<file path="src/rtl/mem_wide_stream_reader.sv">
// Sequential read-DMA on a wide memory-island port: fetches a contiguous run of
// wide words and streams them out, with credits sized to the output FIFO.
module mem_wide_stream_reader #(
  parameter int AddrWidth = 32,
  parameter int DataWidth = 256,
  parameter int FifoDepth = 4,
  parameter int LenWidth  = 16
) (
  input  logic                 clk_i,
  input  logic                 rst_i,
  input  logic                 start_i,
  input  logic [AddrWidth-1:0] base_addr_i,
  input  logic [LenWidth-1:0]  num_words_i,
  output logic                 busy_o,
  output logic                 done_o,
  output logic                 mem_q_valid_o,
  input  logic                 mem_q_ready_i,
  output logic [AddrWidth-1:0] mem_q_addr_o,
  input  logic                 mem_p_valid_i,
  input  logic [DataWidth-1:0] mem_p_data_i,
  output logic [DataWidth-1:0] data_o,
  output logic                 valid_o,
  input  logic                 ready_i,
  output logic                 last_o
);

  localparam int PtrW = (FifoDepth > 1) ? $clog2(FifoDepth) : 1;
  localparam int CntW = $clog2(FifoDepth + 1);
  localparam logic [CntW-1:0]      DepthC    = CntW'(FifoDepth);
  localparam logic [PtrW-1:0]      PtrMax    = PtrW'(FifoDepth - 1);
  localparam logic [AddrWidth-1:0] WordBytes = AddrWidth'(DataWidth / 8);

  typedef enum logic [1:0] {IDLE, FETCH, DRAIN} state_e;

  state_e                state_q, state_d;
  logic                  busy_q, done_q, done_d;
  logic                  req_vld_q, req_vld_d;
  logic [AddrWidth-1:0]  addr_q, addr_d;
  logic [LenWidth-1:0]   req_left_q, req_left_d;
  logic [LenWidth-1:0]   len_q, rsp_idx_q;
  logic [CntW-1:0]       out_q, out_d, cnt_q, cnt_d;
  logic [CntW:0]         credit_sum;
  logic                  credit_ok;
  logic [PtrW-1:0]       wr_ptr_q, rd_ptr_q;
  logic                  vld_q;
  logic [DataWidth-1:0]  fifo_data_q [FifoDepth];
  logic [FifoDepth-1:0]  fifo_last_q;
  logic                  start_ok, start_zero, req_hs, push, pop, last_pop;

  function automatic logic [PtrW-1:0] ptr_inc(input logic [PtrW-1:0] p);
    return (p == PtrMax) ? '0 : p + 1'b1;
  endfunction

  assign start_ok   = (state_q == IDLE) && start_i && (num_words_i != '0);
  assign start_zero = (state_q == IDLE) && start_i && (num_words_i == '0);
  assign req_hs     = req_vld_q && mem_q_ready_i;
  assign push       = mem_p_valid_i;
  assign pop        = vld_q && ready_i;
  assign last_pop   = pop && fifo_last_q[rd_ptr_q];

  // Credits are judged on next-cycle occupancy, so a raised request never overfills the FIFO.
  assign out_d      = out_q + CntW'(req_hs) - CntW'(push);
  assign cnt_d      = cnt_q + CntW'(push) - CntW'(pop);
  assign credit_sum = {1'b0, out_d} + {1'b0, cnt_d};
  assign credit_ok  = credit_sum < {1'b0, DepthC};

  assign req_left_d = start_ok ? num_words_i : req_left_q - LenWidth'(req_hs);
  assign addr_d     = start_ok ? base_addr_i : (req_hs ? addr_q + WordBytes : addr_q);
  assign done_d     = start_zero || ((state_q == DRAIN) && last_pop);

  always_comb begin
    state_d = state_q;
    case (state_q)
      IDLE:    if (start_ok) state_d = FETCH;
      FETCH:   if (req_hs && (req_left_q == LenWidth'(1))) state_d = DRAIN;
      DRAIN:   if (last_pop) state_d = IDLE;
      default: state_d = IDLE;
    endcase
  end

  // A waiting request holds until accepted; otherwise re-arm only while credits remain.
  assign req_vld_d = (req_vld_q && !mem_q_ready_i) ||
                     ((state_d == FETCH) && (req_left_d != '0) && credit_ok);

  always_ff @(posedge clk_i or posedge rst_i) begin
    if (rst_i) begin
      state_q     <= IDLE;
      busy_q      <= 1'b0;
      done_q      <= 1'b0;
      req_vld_q   <= 1'b0;
      addr_q      <= '0;
      req_left_q  <= '0;
      len_q       <= '0;
      rsp_idx_q   <= '0;
      out_q       <= '0;
      cnt_q       <= '0;
      wr_ptr_q    <= '0;
      rd_ptr_q    <= '0;
      vld_q       <= 1'b0;
      fifo_last_q <= '0;
    end else begin
      state_q    <= state_d;
      busy_q     <= (state_d != IDLE);
      done_q     <= done_d;
      req_vld_q  <= req_vld_d;
      addr_q     <= addr_d;
      req_left_q <= req_left_d;
      out_q      <= out_d;
      cnt_q      <= cnt_d;
      vld_q      <= (cnt_d != '0);
      if (start_ok) begin
        len_q     <= num_words_i;
        rsp_idx_q <= '0;
      end else if (push) begin
        rsp_idx_q <= rsp_idx_q + 1'b1;
      end
      if (push) begin
        wr_ptr_q              <= ptr_inc(wr_ptr_q);
        fifo_last_q[wr_ptr_q] <= (rsp_idx_q == len_q - 1'b1);
      end
      if (pop) rd_ptr_q <= ptr_inc(rd_ptr_q);
    end
  end

  always_ff @(posedge clk_i) begin
    if (push) fifo_data_q[wr_ptr_q] <= mem_p_data_i;
  end

  always_ff @(posedge clk_i) begin
    if (!rst_i && push) assert (cnt_q != DepthC);
  end

  assign busy_o        = busy_q;
  assign done_o        = done_q;
  assign mem_q_valid_o = req_vld_q;
  assign mem_q_addr_o  = addr_q;
  assign valid_o       = vld_q;
  assign data_o        = vld_q ? fifo_data_q[rd_ptr_q] : '0;
  assign last_o        = vld_q && fifo_last_q[rd_ptr_q];

endmodule

</file>
<file path="config.mk">
export PLATFORM = sky130hd
export DESIGN_NAME = mem_wide_stream_reader
export DESIGN_NICKNAME = d
export VERILOG_FILES = /design/src/rtl/mem_wide_stream_reader.sv
export SDC_FILE = /design/constraint.sdc
export NUM_CORES = 1
export LEC_CHECK = 0
export CAP_MARGIN = 25
export CORE_UTILIZATION = 55
export DETAILED_ROUTE_END_ITERATION = 7
export PLACE_DENSITY = 0.84
export SLEW_MARGIN = 20
export SYNTH_ARGS = -nofsm -noshare
export SYNTH_HDL_FRONTEND = slang
export SYNTH_SLANG_ARGS = --single-unit
</file>
<file path="constraint.sdc">
create_clock -name clk_i -period 13.55 [get_ports clk_i]
set_input_delay 2.71 -clock clk_i [delete_from_list [all_inputs] [get_ports clk_i]]
set_output_delay 2.71 -clock clk_i [all_outputs]
set_load 0.03 [all_outputs]
</file>
# Word-level counts from Yosys, hierarchy flattened

Memory sizes are Yosys's and may differ from the RTL's.
Index checks and enable logic that the tools add are counted.

Input bits: 310
Memories: 1
Logic and storage cells: 80
Bits in registers: 100
Memory bits (writable): 1024

Memory list:

| memory      | words | width | rd ports | clocked after Yosys merged registers in | write ports | RTL line | source |
|---|---|---|---|---|---|---|---|
| fifo_data_q | 4     | 256   | 1        | 0                                       | 1           | 46       | `logic [DataWidth-1:0] fifo_data_q [FifoDepth];` |

Equal/unequal tests: 7
Reductions and logical operators: 24
Add/sub/neg operators: 11
$lt $le $gt $ge: 4
Multiplexer cells: 19

Operators with widths:

| operator                                                                | number |
|---|---|
| 256-bit 2-to-1 mux                                                      | 1 |
| 32-bit 2-to-1 mux                                                       | 2 |
| 16-bit 2-to-1 mux                                                       | 3 |
| 32-bit by 6-bit adder with 32-bit output (second input constant)        | 1 |
| 16-bit nonzero test                                                     | 2 |
| 16-bit by 1-bit adder with 16-bit output (second input constant)        | 1 |
| 16-bit by 1-bit equality test with 1-bit output (second input constant) | 1 |
| 16-bit equality test                                                    | 1 |
| 16-bit logical NOT                                                      | 1 |
| 16-bit by 1-bit subtractor with 16-bit output                           | 1 |
| 16-bit by 1-bit subtractor with 16-bit output (second input constant)   | 1 |
| 1-bit logical AND                                                       | 13 |
| 2-bit 2-to-1 mux                                                        | 5 |
| 3-bit by 1-bit adder with 3-bit output                                  | 2 |
| 2-bit equality test (second input constant)                             | 3 |
| 2-bit by 3-bit < comparator with 1-bit output (second input constant)   | 2 |
| 2-bit case mux with 3 select lines                                      | 1 |
| 2-bit nonzero test                                                      | 3 |
| 3-bit by 1-bit subtractor with 3-bit output                             | 2 |
| 2-bit by 1-bit adder with 2-bit output (second input constant)          | 2 |
| 3-bit by 3-bit adder with 4-bit output                                  | 1 |
| 4-bit bitwise mux                                                       | 1 |
| 2-bit by 1-bit equality test with 1-bit output (second input constant)  | 2 |
| 4-bit by 3-bit < comparator with 1-bit output (second input constant)   | 1 |
| 8 further kinds                                                         | 12 |

# Logic depth before layout (Yosys ltp)

Depth in word-level cells: 9
Mapped depth: 15
Mapped depth without buffers: 15

# Least setup slack after synthesis

Ideal clock, no wire load.

Path type: input to register
Start: input mem_p_valid_i
End: memory fifo_data_q[1][0] (enable)
Data arrival time: 7.870 ns
Path slack: 5.073 ns
Setup time: 0.607 ns
Stages: 3
Path buffers: 1
Required time: 12.943 ns
Cells stage by stage: buf_6 nand2_1 inv_1

Longest elaborated chain between the ends: 2

Ends and longest elaborated chain:

| element                                | RTL line | source |
|---|---|---|
| from (decl)                            | 19       | `input logic mem_p_valid_i,` |
| 1-bit 2-to-1 mux                       | 126      | `if (push) fifo_data_q[wr_ptr_q] <= mem_p_data_i;` |
| 1-bit 2-to-1 mux (implied by the code) | 126      |  |
| to (decl)                              | 46       |  |

Every way passes these cells.

# Worst setup path after layout

Start: register rd_ptr_q[1]
End: output data_o[69]

Longest elaborated chain between the ends: 2

Ends and longest elaborated chain:

| element                | RTL line | source |
|---|---|---|
| from (decl)            | 44       | `logic [PtrW-1:0] wr_ptr_q, rd_ptr_q;` |
| from (signal assigned) | 121      | `if (pop) rd_ptr_q <= ptr_inc(rd_ptr_q);` |
| memory 4 x 256 bit     | n/a      |  |
| 256-bit 2-to-1 mux     | 138      | `assign data_o = vld_q ? fifo_data_q[rd_ptr_q] : '0;` |
| to (decl)              | 21       | `output logic [DataWidth-1:0] data_o,` |

Every way passes these cells.

==> flow_metrics.py <==
metrics = {
    "cts": {
        "cts_tree": "built",
        "cts_max_path_buffers": 3,
        "numCtsBuffers": 109,
        "cts_root_buf": "clkbuf_16",
        "h-tree-depth": 3,
        "cts_sinks": 1124,
        "holdBufCountCts": 0,
        "postCtsSetupBuffers": 0,
        "post_cts_resized": 0,
        "path_clk_slew_ns": 0.06,
        "clk_latency_ns": 0.69,
    },
    "final_layout": {
        "final_nets": 3194,
        "final_layout_size_suffix_gt1_share_pct": 16.0,
        "syn_to_final_growth_pct": 24.7,
        "n_fill_cell": 4688,
    },
    "place": {
        "hpwl_mm": 63.4,
        "pre_cts_slack_ns": 6.62,
        "place.gp.congestion": 0.925,
        "port_buffers": 602,
    },
    "global_route": {
        "grt_first_pass_wirelength_mm": 155,
        "grt_max_degree": 105,
        "grt_antenna_before_repair": 28,
        "gr-total-overflow": 0,
        "first_global_vias": 25100,
        "grt_use_total_pct": 25.6,
    },
    "worst_setup_path": {
        "worstSetupEndpointType": "primary output",
        "arrival_ns": 4.83,
        "cpMostUsedCell": "buf_4",
        "cp_num_buf_inv": 3,
        "crit_required_ns": 10.84,
        "crit_path_start_kind": "register",
        "critPathKind": "reg -> out",
        "path_cells": "buf_4, buf_4, mux4_2, and2_1, clkdlybuf4s50_1",
        "path_delay_family": "buffers and inverters",
        "cp_max_fo": 69,
        "cpPeakStageDelay_ns": 0.96,
        "crit_slowest_cell": "dfrtp_4",
    },
    "synth": {
        "synth_area_leaders": "edfxtp_1 70%, mux4_2 13%, dfrtp_1 5.7%",
        "synthTopCellsByCount": "1024 x edfxtp_1, 259 x and2_1, 257 x mux4_2",
        "syn_inst": 2233,
        "syn-num-nets": 2562,
        "synth_top_area_share_pct": 70.0,
        "yosys.cell_types.count": 55,
        "synth-edff-count": 1024,
        "synth_top_cell_by_area": "edfxtp_1",
        "ys_seq_elements": 1124,
        "synthArstFlopShare_pct": 8.90,
        "avgSynthCellArea_um2": 19.7,
        "ys_seq_area_share_pct": 75.7,
        "yosys_warnings": 0,
        "synth_ff_type": "edfxtp_1",
        "synth_most_common_cell": "edfxtp_1",
        "syn_area_um2": 43900,
    },
    "routing": {
        "ant_nets": 0,
        "drc": 0,
        "num_vias": 23500,
        "vias_per_cell": 5.84,
        "drtPass1Iterations": 5,
        "drt_iter0_drc": 2011,
        "wirelength_mm": 105,
        "routedWlPerCell_um": 25.9,
    },
    "min_path": {
        "min_path_type": "reg -> reg",
    },
    "sta": {
        "skew_ns": 0.0546,
        "worst_pin_slew_ns": 1.07,
        "tns_ns": 0,
        "period_minus_slack_ns": 7.54,
        "min_period_over_period_pct": 55.6,
        "setup_slack_ns": 6.01,
        "drv_slew": 0,
        "slew_headroom_pct": 28.9,
        "max_freq_ghz": 0.133,
        "rsz0062_at_grt": "no",
        "finalSetupViolCount": 0,
        "final-hold-violation-count": 0,
    },
    "pwr": {
        "p_total_mw": 12.7,
        "p_leak_nw": 18.2,
        "power_density_nw_per_um2": 231,
        "ir_worst_vdd_v": 0.000217,
    },
    "die": {
        "core_area_um2": 79000,
        "rows": 103,
        "io_pins": 603,
        "die_area_um2": 81000,
        "start_util_pct": 55.6,
        "die_x_um": 285,
        "die_h_um": 285,
    },
    "run": {
        "maxCapViolCount": 0,
    },
    "status": {
        "status": "completed",
    },
}
[metal layers]
layer | share of wire [%] | up-vias | wire [um] | track usage [%]
li1 | - | 10100 | - | -
met1 | 36 | 12100 | 37500 | 31.2
met2 | 52 | 1122 | 53900 | 43.3
met3 | 8.2 | 234 | 8540 | 6.46
met4 | 4.3 | 14 | 4530 | 11.8
met5 | 0.077 | - | 81 | 0
[cells by family after synthesis]
| group | after synthesis | share of synthesized area [%] |
|---|---|---|
| buffers and inverters | 133 | 1.17 |
| muxes | 263 | 13.3 |
| xor gates and xnor gates | 76 | 1.52 |
| and+or+nand+nor | 537 | 6.63 |
| adders and majority gates | 19 | 0.575 |
| DFF | 1124 | 75.7 |
| AOI/OAI and AO/OA | 81 | 1.10 |
[metrics by stage]
| step | instances | utilization [%] | hold WS [ns] | instance area [um2] |
|---|---|---|---|---|
| after floorplan | 2233 | - | 0.446 | 43900 |
| after global placement | 3801 | 64.7 | 0.456 | 51100 |
| after global routing | 4027 | 69.3 | 0.508 | 54800 |
| final | 4029 | 69.3 | 0.477 | 54800 |
| after CTS | 4005 | 69.2 | 0.477 | 54700 |
| after detailed placement | 3802 | 64.7 | 0.463 | 51100 |
[state kept, by name, indices dropped and copies added, names as in the netlist, 2 cells and up]
name,cells
mem_q_addr_o,32
fifo_data_q,1024
state_q,2
len_q,16
fifo_last_q,4
rsp_idx_q,16
rd_ptr_q,2
req_left_q,16
cnt_q,3
out_q,3
wr_ptr_q,2
[layout by cell type, fill, tap and decap left out, types with 19 or more instances in the layout]
| master | Yosys | layout |
|---|---|---|
| clkbuf_1 | 69 | 24 |
| nor2_1 | 55 | 55 |
| dfrtp_1 | 100 | 97 |
| and2_1 | 259 | 259 |
| o21ai_0 | 41 | 40 |
| inv_1 | 24 | 19 |
| nand2_1 | 129 | 129 |
| clkbuf_16 | 0 | 112 |
| mux4_2 | 257 | 257 |
| clkinv_2 | 0 | 24 |
| xor2_1 | 31 | 31 |
| edfxtp_1 | 1024 | 1024 |
| clkdlybuf4s50_1 | 0 | 602 |
| buf_4 | 1 | 23 |
| diode_2 | 0 | 22 |
| xnor2_1 | 45 | 45 |
[final timing paths]
check / start / to / slack (ns) / cells after the start
max reg2reg: valid_o / mem_q_valid_o / 9.73 / 15
max: rd_ptr_q[1] / data_o[69] / 6.01 / 5
min reg2reg: mem_q_addr_o[2] / mem_q_addr_o[2] / 0.48 / 2
min: mem_q_addr_o[2] / mem_q_addr_o[2] / 0.48 / 2
min in group asynchronous: rst_i / mem_q_addr_o[17] / 2.36 / 2
max in group asynchronous: rst_i / valid_o / 10.11 / 4
[where the power goes]
group	leakage, nW	switching, mW	internal [mW]
Sequential	10.6	0.312	4.45
Combinational	5.80	2.78	2.16
Clock	1.71	1.30	1.65
Total	18.2	4.39	8.27
[worst register-to-register path, cell delays in order, from the launching register on]
cell      delay (ns)
dfrtp_4         0.99
nand2_1         0.32
inv_1           0.14
ha_1            0.24
inv_1           0.06
ha_1            0.13
inv_1           0.06
fa_1            0.41
xnor2_1         0.16
xnor2_1         0.26
ha_1            0.28
nor3_1          0.24
nand2_1         0.09
nor3_1          0.15
o41ai_1         0.12
o211ai_1        0.10
[layout make-up]
class / instances / area [um2] / share of cell area [%]
clock buffers: 141 / 2960 / 5.41
inverters: 25 / 125 / 0.228
well taps: 1050 / 1310 / 2.40
diodes: 22 / 55.1 / 0.101
repair buffers: 629 / 6300 / 11.5
clock inverters: 62 / 579 / 1.06
multi-input cells: 976 / 10200 / 18.6
flip-flops and latches: 1124 / 33300 / 60.7
(Power assumes the default switching activity.)
